===== config.mk =====
export PLATFORM = sky130hd
export DESIGN_NAME = core_sequencer
export DESIGN_NICKNAME = d
export VERILOG_FILES = /design/src/rtl/core_pkg.sv /design/src/rtl/branch_unit.sv /design/src/rtl/core_sequencer.sv
export SDC_FILE = /design/constraint.sdc
export NUM_CORES = 1
export LEC_CHECK = 0
export CORE_UTILIZATION = 42
export DETAILED_ROUTE_END_ITERATION = 8
export PLACE_DENSITY = 0.83
export SETUP_SLACK_MARGIN = 0.02
export SYNTH_ARGS = -nofsm -noshare
export SYNTH_HDL_FRONTEND = slang
export SYNTH_SLANG_ARGS = --single-unit

===== constraint.sdc =====
create_clock -name clk -period 1.92 [get_ports clk]
set_clock_uncertainty 0.1 [all_clocks]
set_input_delay 0.384 -clock clk [delete_from_list [all_inputs] [get_ports clk]]
set_output_delay 0.384 -clock clk [all_outputs]
set_load 0.02 [all_outputs]

===== src/rtl/core_pkg.sv =====
// Shared types and field definitions for the SIMT core sequencer.
package core_pkg;

    // Sequencer states; 3 bits cover all eight.
    typedef enum logic [2:0] {
        ST_IDLE,
        ST_FETCH,
        ST_DECODE,
        ST_REQUEST,
        ST_WAIT,
        ST_EXECUTE,
        ST_UPDATE,
        ST_DONE
    } core_state_t;

    // Bit positions inside a 3-bit NZP flag word and the BRnzp condition mask.
    localparam int NZP_N  = 2;
    localparam int NZP_Z  = 1;
    localparam int NZP_P  = 0;
    localparam int NZP_W  = 3;
    localparam int COND_W = 3;

    typedef logic [NZP_W-1:0] nzp_t;

    // A lane takes a branch when any of its flags matches a bit of the condition mask.
    function automatic logic nzp_match(input nzp_t flags, input logic [COND_W-1:0] cond);
        return (flags[NZP_N] & cond[NZP_N]) |
               (flags[NZP_Z] & cond[NZP_Z]) |
               (flags[NZP_P] & cond[NZP_P]);
    endfunction

endpackage


===== src/rtl/branch_unit.sv =====
// Combinational branch resolution: lane 0 decides, other active lanes are
// compared against that decision to flag divergence.
module branch_unit
    import core_pkg::*;
#(
    parameter int THREADS = 4
) (
    input  nzp_t [THREADS-1:0]  nzp,
    input  logic [COND_W-1:0]   condition,
    input  logic [THREADS-1:0]  active_mask,
    output logic                take,
    output logic                disagree
);

    // Resolve lane 0's decision and look for any active lane that differs.
    // NOTE: every output gets a default before the loop so no latch is inferred.
    always_comb begin
        take     = nzp_match(nzp[0], condition);
        disagree = 1'b0;
        for (int t = 1; t < THREADS; t++) begin
            if (active_mask[t] && (nzp_match(nzp[t], condition) != take)) begin
                disagree = 1'b1;
            end
        end
    end

endmodule


===== src/rtl/core_sequencer.sv =====
// Per-core control sequencer: fetch/decode/request/wait/execute/update FSM
// owning the PC, per-lane NZP flags, the active mask, the LSU wait timeout
// and branch-divergence detection.
module core_sequencer
    import core_pkg::*;
#(
    parameter int THREADS_PER_BLOCK     = 4,
    parameter int PROGRAM_MEM_ADDR_BITS = 8,
    parameter int LSU_TIMEOUT           = 255
) (
    input  logic                               clk,
    input  logic                               reset,
    input  logic                               start,
    input  logic [$clog2(THREADS_PER_BLOCK):0] thread_count,
    output logic                               done,
    output logic                               error,
    output logic                               diverged,
    output logic [PROGRAM_MEM_ADDR_BITS-1:0]   pc,
    output logic                               fetch_enable,
    input  logic                               fetch_done,
    input  logic                               is_branch,
    input  logic                               is_cmp,
    input  logic                               is_ldr,
    input  logic                               is_str,
    input  logic                               is_halt,
    input  logic                               writes_rd,
    input  logic [COND_W-1:0]                  condition,
    input  logic [7:0]                         imm8,
    input  logic [3*THREADS_PER_BLOCK-1:0]     alu_nzp,
    input  logic [THREADS_PER_BLOCK-1:0]       lsu_done,
    output logic                               lsu_enable,
    output logic [THREADS_PER_BLOCK-1:0]       active_mask,
    output logic [THREADS_PER_BLOCK-1:0]       reg_write_enable
);

    localparam int T  = THREADS_PER_BLOCK;
    localparam int PW = PROGRAM_MEM_ADDR_BITS;
    localparam int CW = $clog2(LSU_TIMEOUT + 1);

    core_state_t         state;
    core_state_t         next_state;
    nzp_t [T-1:0]        nzp;
    logic [CW-1:0]       wait_cnt;
    logic                is_mem;
    logic                lanes_done;
    logic                timeout_hit;
    logic                take;
    logic                disagree;
    logic [PW-1:0]       branch_target;

    assign is_mem        = is_ldr | is_str;
    assign lanes_done    = ((lsu_done & active_mask) == active_mask);
    assign timeout_hit   = (wait_cnt == CW'(LSU_TIMEOUT - 1));
    assign branch_target = PW'(imm8);

    // Lane t is active when t < thread_count; oversized counts enable every lane.
    always_comb begin
        for (int t = 0; t < T; t++) begin
            active_mask[t] = (t < int'(thread_count));
        end
    end

    branch_unit #(.THREADS(T)) u_branch (
        .nzp         (nzp),
        .condition   (condition),
        .active_mask (active_mask),
        .take        (take),
        .disagree    (disagree)
    );

    // State register; an asserted reset aborts any instruction in flight.
    // NOTE: sequential state uses non-blocking assignments so every flop samples pre-edge values.
    always_ff @(posedge clk or posedge reset) begin
        if (reset) begin
            state <= ST_IDLE;
        end else begin
            state <= next_state;
        end
    end

    // Next-state decode plus the strobes, all derived from the current state.
    always_comb begin
        next_state       = state;
        fetch_enable     = 1'b0;
        lsu_enable       = 1'b0;
        reg_write_enable = '0;
        done             = 1'b0;
        case (state)
            ST_IDLE: begin
                if (start) begin
                    next_state = (thread_count == '0) ? ST_DONE : ST_FETCH;
                end
            end
            ST_FETCH: begin
                fetch_enable = 1'b1;
                if (fetch_done) begin
                    next_state = ST_DECODE;
                end
            end
            ST_DECODE: next_state = ST_REQUEST;
            ST_REQUEST: begin
                lsu_enable = is_mem;
                next_state = ST_WAIT;
            end
            ST_WAIT: begin
                if (!is_mem || lanes_done) begin
                    next_state = ST_EXECUTE;
                end else if (timeout_hit) begin
                    next_state = ST_DONE;
                end
            end
            ST_EXECUTE: next_state = ST_UPDATE;
            ST_UPDATE: begin
                reg_write_enable = writes_rd ? active_mask : '0;
                next_state       = is_halt ? ST_DONE : ST_FETCH;
            end
            ST_DONE: begin
                done = 1'b1;
                if (!start) begin
                    next_state = ST_IDLE;
                end
            end
            default: next_state = ST_IDLE;
        endcase
    end

    // PC, NZP flags, sticky status bits and the LSU wait counter.
    always_ff @(posedge clk or posedge reset) begin
        if (reset) begin
            pc       <= '0;
            nzp      <= '0;
            error    <= 1'b0;
            diverged <= 1'b0;
            wait_cnt <= '0;
        end else begin
            case (state)
                ST_IDLE: begin
                    if (start) begin
                        pc       <= '0;
                        nzp      <= '0;
                        error    <= 1'b0;
                        diverged <= 1'b0;
                        wait_cnt <= '0;
                    end
                end
                ST_REQUEST: wait_cnt <= '0;
                ST_WAIT: begin
                    if (is_mem && !lanes_done) begin
                        if (timeout_hit) begin
                            error <= 1'b1;
                        end else begin
                            wait_cnt <= wait_cnt + 1'b1;
                        end
                    end
                end
                ST_UPDATE: begin
                    if (is_cmp) begin
                        for (int t = 0; t < T; t++) begin
                            if (active_mask[t]) begin
                                nzp[t] <= alu_nzp[NZP_W*t +: NZP_W];
                            end
                        end
                    end
                    if (!is_halt) begin
                        if (is_branch) begin
                            pc <= take ? branch_target : pc + 1'b1;
                            if (disagree) begin
                                diverged <= 1'b1;
                            end
                        end else begin
                            pc <= pc + 1'b1;
                        end
                    end
                end
                default: ;
            endcase
        end
    end

endmodule


==> impl_metrics.tcl <==
set metrics [dict create \
    fillers 337 \
    antenna_found_initial 0 \
    slew_headroom_pct 71.53 \
    antenna_cells 0 \
    netlist_instances 220 \
    synth_seq_cells 33 \
    port_buffers 60 \
    setup.worst_path.start_class "primary input" \
    via_per_inst 5.850 \
    setup_ws_ps 45.28 \
    nets 369 \
    leakage_nw 1.390 \
    path_clk_slew_ps 70 \
    yosysWarningCount 0 \
    postRouteAntennaNets 0 \
    p_per_area_nw_per_um2 1147 \
    fin_hold_ws_ps 373.6 \
    synth_area_leader_cell "dfrtp_1" \
    cts_htree_levels 2 \
    synth-edff-count 0 \
    cts_buffer_depth 2 \
    die_area_sq_um 4951 \
    fp.dieH_um 70.37 \
    rsz0062_at_grt "false" \
    fin_crit_ps 1875 \
    post-dp-hpwl_um 4409 \
    cts_made_buffers 5 \
    ys.flop_type "dfrtp_1" \
    ioPinCount 61 \
    row_count 24 \
    root_buffer "clkbuf_8" \
    synth_cell_types 45 \
    grt_max_degree 34 \
    worst_slew_pin_slew_ps 427.0 \
    routed_wl_um 6128 \
    vias 2217 \
    synth.most_common_cell "dfrtp_1" \
    synth_top_area_share_pct 42.07 \
    clkLatencyLatePin_ps 300 \
    cts_tree "done" \
    syn-num-nets 263 \
    status "finished clean" \
    area_delta_synth_final_pct 58.06 \
    busiest_layer "met2" \
    grt_overflow 0 \
    hold_violations 0 \
    place_ws_ps -555.5 \
    yosys-top-cells-area "dfrtp_1 (42%), a22o_1 (5.4%), o21ai_0 (4.8%)" \
    finalCritPeriodShare_pct 97.64 \
    async_reset_ff_share_pct 100.0 \
    gp_congestion 0.8693 \
    synth_common_cells "dfrtp_1 (33), nand2_1 (20), o21ai_0 (19), and3_1 (13), nor2_1 (13)" \
    timing.fmax_mhz 533.4 \
    netlist_area_sq_um 1963 \
    initial_utilization_pct 44.47 \
    cp.arrival_ps 1390 \
    seq_area_frac_synth_pct 42.07 \
    core_area_sq_um 4414 \
    grt.total_usage_pct 25.69 \
    hp-class "in2async" \
    initialDrtViolationCount 247 \
    grt_use_met3_pct 5.195 \
    grt_pass1_wl_um 10120 \
    maxCapViolations 0 \
    syn_avg_cell_area_sq_um 8.923 \
    grt_use_met1_pct 34.01 \
    die_w_um 70.37 \
    post_drt_wl_per_cell_um 16.17 \
    end_kind "output pin" \
    required_ps 1440 \
    crit_type "in2out" \
    post-route-drc-count 0 \
    drt_first_pass_iters 6 \
    setup-violations-final 0 \
    path_max_fanout 4 \
    numClockSinks 33 \
    peakVddDrop_uv 750.0 \
    layout-drive-gt1-share_pct 24.46 \
    maxSlewViolCount 0 \
    grt_pass1_vias 2179 \
    met2_usage_pct 41.69 \
]
-- timing repair --
| item | CTS | global route |
|---|---|---|
| gates cloned | 0 | 0 |
| hold buffers | 0 | 0 |
| pin swaps | 4 | 5 |
| gates resized for setup | 48 | 18 |
| endpoints found under the setup margin | 27 | 36 |
| buffers inserted | 2 | 0 |
-- worst max-delay path: stages --
cell           delay, ps
dlygate4sd2_1        250
or2_4                270
buf_4                150
and3_1               180
buf_4                150
-- worst paths after layout --
| path | start | to | slack (ps) | depth (start not counted) |
|---|---|---|---|---|
| max | thread_count[1] | reg_write_enable[1] | 50 | 5 |
| min | reset | nzp[7]$_DFFE_PP0P_ | 370 | 3 |
| max reg2reg | state[1]$_DFFE_PP0P_ | diverged$_DFFE_PP0P_ | 100 | 6 |
| min reg2reg | nzp[0]$_DFFE_PP0P_ | nzp[0]$_DFFE_PP0P_ | 400 | 1 |
| max in group asynchronous | reset | state[2]$_DFFE_PP0P_ | 1010 | 3 |
| min in group clk | nzp[0]$_DFFE_PP0P_ | nzp[0]$_DFFE_PP0P_ | 400 | 1 |
-- through the flow --
stage	setup TNS, ps	power [mW]	instance area, sq um	util, %	cells
after floorplan	0	2.026	1971	-	220
after global placement	-13110	2.815	2933	66.44	369
after detailed placement	-14200	2.858	2933	66.44	369
after CTS	0	3.508	3074	69.64	379
after global routing	0	3.795	3103	70.29	379
final	0	3.558	3103	70.29	379
-- cells in the final DEF, fill, tap and decap left out, types with 3 or more instances in the layout --
cell type,n
a21oi_1,10
a222oi_1,4
a22o_1,12
a31oi_1,8
and3_1,13
buf_2,5
buf_4,47
clkbuf_8,7
clkdlybuf4s50_1,45
dfrtp_1,32
dlygate4sd2_1,5
ha_1,3
inv_1,9
mux2i_1,3
nand2_1,20
nand2b_1,6
nand3_1,10
nor2_1,11
nor3_1,6
nor3b_1,4
o21a_1,5
o21ai_0,12
o21ai_1,8
-- report_power, final --
group	leakage (nW)	switching [mW]	total (mW)	internal (mW)
clock	0.0542	0.265	0.589	0.324
combinational	0.897	0.942	1.87	0.929
sequential	0.440	0.192	1.10	0.906
-- logic make-up after synthesis --
group,synth area share (%)
simple gates,22.37
fa+ha+maj,1.912
xor+xnor,0.4462
buf+inv,3.441
mux,2.103
flops,42.06
compound gates,27.66
-- metal layers --
layer | vias up | share of wire (%)
met5 | - | 0
met4 | 0 | 2.2
met3 | 19 | 6.0
met2 | 91 | 47
met1 | 1059 | 44
li1 | 1048 | -
-- state kept, by name, indices dropped and copies added (netlist names) --
signal    count
pc            8
state         3
nzp          12
error         1
wait_cnt      8
diverged      1
-- cell type report --
class                   instances  area (sq um)  area share (%)
inverters                       9         33.78           1.089
repair buffers                106         917.1           29.56
well taps                      52         65.06           2.097
multi-input cells             171          1159           37.34
clock inverters                 1         5.005          0.1613
clock buffers                   7         96.34           3.105
flip-flops and latches         33         827.0           26.65
(Power assumes the default switching activity.)
